===== src/rtl/alu_decode_stage.sv =====
// alu_decode_stage
// Decode stage for the RV32I integer compute subset (OP, OP-IMM, LUI, AUIPC).
// Produces the ALU control code, operand selects, register indices and the
// immediate from a fetched instruction. The result is held in a single output
// register with a valid/ready handshake on both sides.
// Unsupported encodings are still passed downstream, flagged as illegal, so
// that the trap logic can see them.

module alu_decode_stage #(
    parameter int unsigned XLEN = 32
) (
    input  logic            clk,
    input  logic            rst,
    input  logic            flush,
    input  logic            in_valid,
    output logic            in_ready,
    input  logic [31:0]     instr,
    input  logic [XLEN-1:0] pc,
    output logic            out_valid,
    input  logic            out_ready,
    output logic [3:0]      alu_ctrl,
    output logic            src_a_pc,
    output logic            src_b_imm,
    output logic [4:0]      rs1,
    output logic [4:0]      rs2,
    output logic [4:0]      rd,
    output logic [XLEN-1:0] imm,
    output logic [XLEN-1:0] pc_q,
    output logic            reg_write,
    output logic            illegal
);

    // Full 7-bit major opcodes. Bits [1:0] are compared as well, so any word
    // whose low two bits are not 2'b11 falls through to the illegal default.
    localparam logic [6:0] OPC_OP     = 7'b0110011;
    localparam logic [6:0] OPC_OP_IMM = 7'b0010011;
    localparam logic [6:0] OPC_LUI    = 7'b0110111;
    localparam logic [6:0] OPC_AUIPC  = 7'b0010111;

    localparam logic [6:0] F7_ZERO = 7'b0000000;
    localparam logic [6:0] F7_ALT  = 7'b0100000;

    localparam logic [3:0] CTRL_ADD    = 4'b0000;
    localparam logic [3:0] CTRL_SLL    = 4'b0001;
    localparam logic [3:0] CTRL_SRL    = 4'b0101;
    localparam logic [3:0] CTRL_SRA    = 4'b1101;
    localparam logic [3:0] CTRL_PASS_B = 4'b1111;

    // Instruction fields
    logic [6:0] w_opcode;
    logic [2:0] w_funct3;
    logic [6:0] w_funct7;
    logic [4:0] w_rs1;
    logic [4:0] w_rs2;
    logic [4:0] w_rd;

    // Decoded bundle, before the output register
    logic [3:0]      w_ctrl;
    logic            w_src_a_pc;
    logic            w_src_b_imm;
    logic [XLEN-1:0] w_imm;
    logic            w_illegal;
    logic            w_reg_write;

    // Handshake
    logic w_in_ready;
    logic w_load;

    // Output register
    logic            r_valid;
    logic [3:0]      r_ctrl;
    logic            r_src_a_pc;
    logic            r_src_b_imm;
    logic [4:0]      r_rs1;
    logic [4:0]      r_rs2;
    logic [4:0]      r_rd;
    logic [XLEN-1:0] r_imm;
    logic [XLEN-1:0] r_pc;
    logic            r_reg_write;
    logic            r_illegal;

    assign w_opcode = instr[6:0];
    assign w_funct3 = instr[14:12];
    assign w_funct7 = instr[31:25];
    assign w_rs1    = instr[19:15];
    assign w_rs2    = instr[24:20];
    assign w_rd     = instr[11:7];

    // The stage accepts new work whenever the held bundle is empty or is
    // being consumed this cycle. A flush suppresses the load.
    assign w_in_ready = !r_valid || out_ready;
    assign w_load     = in_valid && w_in_ready && !flush;

    // Instruction decode: ALU control, operand selects, immediate and legality
    always_comb begin
        w_ctrl      = CTRL_ADD;
        w_src_a_pc  = 1'b0;
        w_src_b_imm = 1'b0;
        w_imm       = '0;
        w_illegal   = 1'b0;

        case (w_opcode)
            OPC_OP: begin
                if (w_funct7 == F7_ZERO) begin
                    w_ctrl = {1'b0, w_funct3};
                end else if (w_funct7 == F7_ALT &&
                             (w_funct3 == 3'b000 || w_funct3 == 3'b101)) begin
                    w_ctrl = {1'b1, w_funct3};
                end else begin
                    w_illegal = 1'b1;
                end
            end

            OPC_OP_IMM: begin
                w_src_b_imm = 1'b1;
                w_imm       = {{(XLEN-12){instr[31]}}, instr[31:20]};
                case (w_funct3)
                    3'b001: begin
                        if (w_funct7 == F7_ZERO) begin
                            w_ctrl = CTRL_SLL;
                        end else begin
                            w_illegal = 1'b1;
                        end
                    end
                    3'b101: begin
                        if (w_funct7 == F7_ZERO) begin
                            w_ctrl = CTRL_SRL;
                        end else if (w_funct7 == F7_ALT) begin
                            w_ctrl = CTRL_SRA;
                        end else begin
                            w_illegal = 1'b1;
                        end
                    end
                    // Non-shift immediates use instr[31:25] as immediate bits.
                    default: w_ctrl = {1'b0, w_funct3};
                endcase
            end

            OPC_LUI: begin
                w_ctrl      = CTRL_PASS_B;
                w_src_b_imm = 1'b1;
                w_imm       = {instr[31:12], 12'b0};
            end

            OPC_AUIPC: begin
                w_ctrl      = CTRL_ADD;
                w_src_a_pc  = 1'b1;
                w_src_b_imm = 1'b1;
                w_imm       = {instr[31:12], 12'b0};
            end

            default: begin
                w_illegal = 1'b1;
            end
        endcase

        // An illegal bundle carries a neutral payload so execute does nothing
        // harmful with it before the trap is taken.
        if (w_illegal) begin
            w_ctrl      = CTRL_ADD;
            w_src_a_pc  = 1'b0;
            w_src_b_imm = 1'b0;
            w_imm       = '0;
        end
    end

    assign w_reg_write = !w_illegal && (w_rd != 5'd0);

    // Valid flag: flush clears it, a load sets it, and a consumed bundle clears it
    always_ff @(posedge clk or posedge rst) begin
        if (rst) begin
            r_valid <= 1'b0;
        end else if (flush) begin
            r_valid <= 1'b0;
        end else if (w_load) begin
            r_valid <= 1'b1;
        end else if (out_ready) begin
            r_valid <= 1'b0;
        end
    end

    // Bundle register: captures the decode on load and holds it otherwise
    always_ff @(posedge clk or posedge rst) begin
        if (rst) begin
            r_ctrl      <= '0;
            r_src_a_pc  <= 1'b0;
            r_src_b_imm <= 1'b0;
            r_rs1       <= '0;
            r_rs2       <= '0;
            r_rd        <= '0;
            r_imm       <= '0;
            r_pc        <= '0;
            r_reg_write <= 1'b0;
            r_illegal   <= 1'b0;
        end else if (w_load) begin
            r_ctrl      <= w_ctrl;
            r_src_a_pc  <= w_src_a_pc;
            r_src_b_imm <= w_src_b_imm;
            r_rs1       <= w_rs1;
            r_rs2       <= w_rs2;
            r_rd        <= w_rd;
            r_imm       <= w_imm;
            r_pc        <= pc;
            r_reg_write <= w_reg_write;
            r_illegal   <= w_illegal;
        end
    end

    assign in_ready  = w_in_ready;
    assign out_valid = r_valid;
    assign alu_ctrl  = r_ctrl;
    assign src_a_pc  = r_src_a_pc;
    assign src_b_imm = r_src_b_imm;
    assign rs1       = r_rs1;
    assign rs2       = r_rs2;
    assign rd        = r_rd;
    assign imm       = r_imm;
    assign pc_q      = r_pc;
    assign reg_write = r_reg_write;
    assign illegal   = r_illegal;

endmodule


===== config.mk =====
export PLATFORM = sky130hd
export DESIGN_NAME = alu_decode_stage
export DESIGN_NICKNAME = d
export VERILOG_FILES = /design/src/rtl/alu_decode_stage.sv
export SDC_FILE = /design/constraint.sdc
export NUM_CORES = 1
export LEC_CHECK = 0
export ABC_AREA = 1
export BUFFER_PORTS_ARGS = -buffer_cell sky130_fd_sc_hd__buf_4
export CORE_ASPECT_RATIO = 2
export CORE_UTILIZATION = 25
export CTS_CLUSTER_DIAMETER = 80
export DETAILED_ROUTE_END_ITERATION = 7
export PLACE_DENSITY = 0.57
export SYNTH_ARGS = -nofsm -noshare
export SYNTH_HDL_FRONTEND = slang
export SYNTH_SLANG_ARGS = --single-unit
export TNS_END_PERCENT = 5

===== constraint.sdc =====
create_clock -name clk -period 5.6 [get_ports clk]
set_input_delay 1.12 -clock clk [delete_from_list [all_inputs] [get_ports clk]]
set_output_delay 1.12 -clock clk [all_outputs]
set_load 0.02 [all_outputs]

Word-level counts from Yosys, hierarchy flattened
Cells that the tools add are included.
{"block": "word_totals", "in_bits": 69, "output_inout_bits": 89, "wordCells": 57, "ff_bits": 88}
{"block": "classes", "n_eq_ne": 7, "muxes": 24, "n_reduce_logical": 15}
{"cell": "32-bit one-hot mux with 2 select lines", "n": 1}
{"cell": "32-bit 2-to-1 mux", "n": 1}
{"cell": "7-bit by 6-bit equality test with 1-bit output, second input constant", "n": 3}
{"cell": "4-bit 2-to-1 mux", "n": 5}
{"cell": "7-bit by 5-bit equality test with 1-bit output, second input constant", "n": 2}
{"cell": "1-bit 2-to-1 mux", "n": 13}
{"cell": "4-bit one-hot mux with 3 select lines", "n": 1}
{"cell": "4-bit one-hot mux with 2 select lines", "n": 1}
{"cell": "7-bit zero test", "n": 1}
{"cell": "5-bit nonzero test", "n": 1}
{"cell": "1-bit logical AND", "n": 4}
{"cell": "3-bit by 1-bit equality test with 1-bit output, second input constant", "n": 1}
{"cell": "3-bit equality test, second input constant", "n": 1}
{"cell": "1-bit zero test", "n": 3}
{"cell": "3-bit zero test", "n": 1}
{"cell": "1-bit one-hot mux with 3 select lines", "n": 1}
{"cell": "3-bit nonzero test", "n": 1}
{"cell": "3-bit OR reduction", "n": 1}
{"cell": "1-bit logical OR", "n": 2}
{"cell": "1-bit one-hot mux with 2 select lines", "n": 1}
{"cell": "2-bit OR reduction", "n": 1}

Longest topological paths before layout
{"block": "depth", "depth_word": 8, "ltp_mapped": 12}

Least setup slack after synthesis
Ideal clock, no wire load.
{"block": "synth_path", "path_kind": "input -> output", "start": "input out_ready", "end": "output in_ready", "arrival_ps": 1473, "path_stages": 2, "slack_ps": 3007, "t_required_ps": 4480, "cell_sequence": "nor2_1 -> inv_1"}
{"block": "synth_via", "elab_chain_cells": 1}
{"element": "start, declared", "line_no": "20", "source": "input logic out_ready,"}
{"element": "1-bit logical OR", "line_no": "91", "source": "assign w_in_ready = !r_valid || out_ready;"}
{"element": "end, declared", "line_no": "16", "source": "output logic in_ready,"}
No other way between the ends.

Worst setup path after layout
{"block": "layout_path", "start": "input out_ready", "end": "register r_imm[29], in the netlist imm[29]"}
{"block": "layout_via", "elab_chain_cells": 3}
{"element": "1-bit logical OR", "line_no": "91"}
{"element": "1-bit logical AND (2 in series)", "line_no": "92", "source": "assign w_load = in_valid && w_in_ready && !flush;"}
{"element": "end signal, assigned", "line_no": "202", "source": "r_imm <= w_imm;"}
{"element": "end, declared", "line_no": "77", "source": "logic [XLEN-1:0] r_imm;"}
No other way between the ends.
A chain may end at the register's enable or synchronous reset.

==> qor.yml <==
outcome:
  outcome: "finished, final reports clean"
critical_path:
  cp_top_family: "buffers and inverters"
  cp_common_cell: "buf_4"
  cp_data_required_time_ns: 5.86
  start_kind: "input pin"
  crit_slowest_cell: "buf_4"
  path_class: "input pin to register"
  worstPathMaxFanout: 72
  crit_chain: "buf_4, nor2_1, nor3_4, buf_4, inv_2, buf_4, nand2_1, a21boi_1, a21oi_1"
  cp-end-kind: "register"
  cpPeakStageDelay_ns: 0.59
  cp.arrival_ns: 3.45
  path_buf_inv: 4
timing:
  drv_slew: 0
  slew_headroom_pct: 40.0
  setup_violations: 0
  tns_ns: 0
  hold_viol_final: 0
  min_period_ns: 3.19
  fin_crit_sh_pct: 56.9
  tightest_slew_ns: 0.898
  rsz0062_at_grt: "false"
  max_freq_mhz: 314
  finClkSkew_ns: 0.00706
clocking:
  cts_tree: "done"
  numCtsBuffers: 9
  cts_resized: 0
  cts-root-buf: "clkbuf_16"
  post_cts_buffers: 0
  worstSkewPairLatency_ns: 0.34
  clk_pin_slew_ns: 0.07
  clockBufferDepth: 2
  cts-hold-fix-buffers: 0
  htreeDepth: 3
  clkSinkCount: 88
die:
  core_mm2: 0.0152
  design.die.area_mm2: 0.0160
  num_rows: 64
  io_pins: 158
  initial_core_util_pct: 25.5
  die_h_um: 178
  die_w_um: 90.0
power_and_ir_drop:
  powerDensity_mw_per_mm2: 300
  total_power_w: 0.00166
  leakagePower_nw: 3.01
  ir_worst_vdd_uv: 144
logic_synthesis:
  ys_seq_elements: 88
  synth_most_common_cell: "nand2_1"
  avgSynthCellArea_um2: 8.46
  synth_top_area_cell: "dfrtp_1"
  synth_top_area_share_pct: 56.8
  ys_top_cells_by_count: "225 x nand2_1, 88 x dfrtp_1, 26 x inv_1, 26 x o21ai_0, 14 x buf_2"
  yosysWarnings: 0
  seq_area_frac_synth_pct: 56.8
  ys_types: 26
  synth-edff-count: 0
  syn_inst: 458
  synth_area_mm2: 0.00387
  synth_area_leaders: "dfrtp_1 57%, nand2_1 22%, o21ai_0 3.4%, inv_1 2.5%, buf_2 1.8%"
  async_flop_share_pct: 100
  ys.flop_type: "dfrtp_1"
  synth_nets: 527
global_route:
  antenna_found_initial: 0
  grt_pass1_wl_um: 18400
  grt_max_degree: 73
  grt_overflow: 0
  grt_pass1_vias: 3698
  grt_use_total_pct: 14.8
detailed_routing:
  routed_wl_um: 11500
  antenna_left: 0
  dr.first_iter.drc_count: 183
  drtPass1Iterations: 5
  wl_per_cell_um: 14.2
  viasPerCell: 4.39
  drc: 0
  vias: 3567
layout:
  nNetsFinal: 678
  drive_gt1_share_pct: 33.2
  fillers: 1602
  areaGrowthSynthToFinish_pct: 43.0
  final_core_util_pct: 36.4
  antenna_cells: 0
place:
  port_buffers: 157
  gp_congestion: 0.793
  post-dp-hpwl_um: 8510
flow_run:
  drv_cap: 0
worst_hold_path:
  hold_class: "register to register"
==> cell usage in the layout, fill, tap and decap left out, drive strengths merged <==
cell type and count:
inv 29, buf 160, dfrtp 88, bufinv 2, nor2 12, a21boi 6, nand2 233, o21ai 40
a21oi 9, nand3 10, nor3 3, o31ai 2, clkinvlp 1, clkbuf 9, clkinv 4, nand4 6
==> logic make-up (layout without fill, tap and decap cells) <==
family | count (synthesis) | count (layout) | synth area share [%]
compound gates | 57 | 57 | 8.17
buf+inv | 49 | 205 | 5.49
flops | 88 | 88 | 56.8
simple gates | 264 | 264 | 29.5
==> worst reg2reg max path, stage by stage, from the launching register on <==
cell and delay (ns):
dfrtp_1 0.38, inv_1 0.05, nor2_1 0.07, nor3_4 0.11, buf_4 0.61, inv_2 0.52
buf_4 0.45, nand2_1 0.12, a21boi_1 0.18, a21oi_1 0.06
==> path summary, 6_finish.rpt <==
| path | start | endpoint | slack (ns) | cells past startpoint |
|---|---|---|---|---|
| setup reg to reg | out_valid | imm[29] | 2.92 | 9 |
| setup / recovery | out_ready | imm[29] | 2.41 | 9 |
| hold reg to reg | rs1[0] | rs1[0] | 0.47 | 2 |
| hold / removal | rs1[0] | rs1[0] | 0.47 | 2 |
| max in group asynchronous | rst | imm[16] | 3.61 | 3 |
| min in group asynchronous | rst | pc_q[9] | 0.95 | 2 |
==> sequential cells by signal, summed over array words and instances (netlist names) <==
register / flops
imm: 32
pc_q: 32
rd: 5
rs1: 5
rs2: 5
alu_ctrl: 4
illegal: 1
out_valid: 1
reg_write: 1
src_a_pc: 1
src_b_imm: 1
==> metrics by stage <==
stage,setup slack [ns],cell area [µm²],std cells,hold WS (ns)
floorplan,2.20,3870,458,0.582
global placement,2.13,5220,796,0.456
detailed placement,2.05,5220,796,0.462
CTS,2.39,5540,812,0.477
global route,2.14,5540,812,0.499
finish,2.41,5540,812,0.472
==> per-layer routing <==
metal	GRT usage [%]	part of all wire [%]	wire (µm)	up-vias
li1	-	-	-	1723
met1	15.4	36	4190	1701
met2	27.5	56	6420	117
met5	0	0	0	-
met4	8.33	3.6	419	0
met3	2.81	4.2	484	26
==> cell type report <==
type	count	area, µm²	area share, %
clock buffers	9	225	4.07
clock inverters	7	95.1	1.72
inverters	29	110	1.99
multi-input cells	321	1460	26.3
flip-flops and latches	88	2200	39.7
well taps	198	248	4.47
repair buffers	160	1200	21.7
==> power by group <==
group / total (W) / switching (W) / internal (W)
registers: 0.000720 / 0.0000313 / 0.000689
clock network: 0.000646 / 0.000254 / 0.000392
logic: 0.000298 / 0.000174 / 0.000124
total: 0.00166 / 0.000460 / 0.00120
Note: power is estimated with default switching activity, not from simulation.
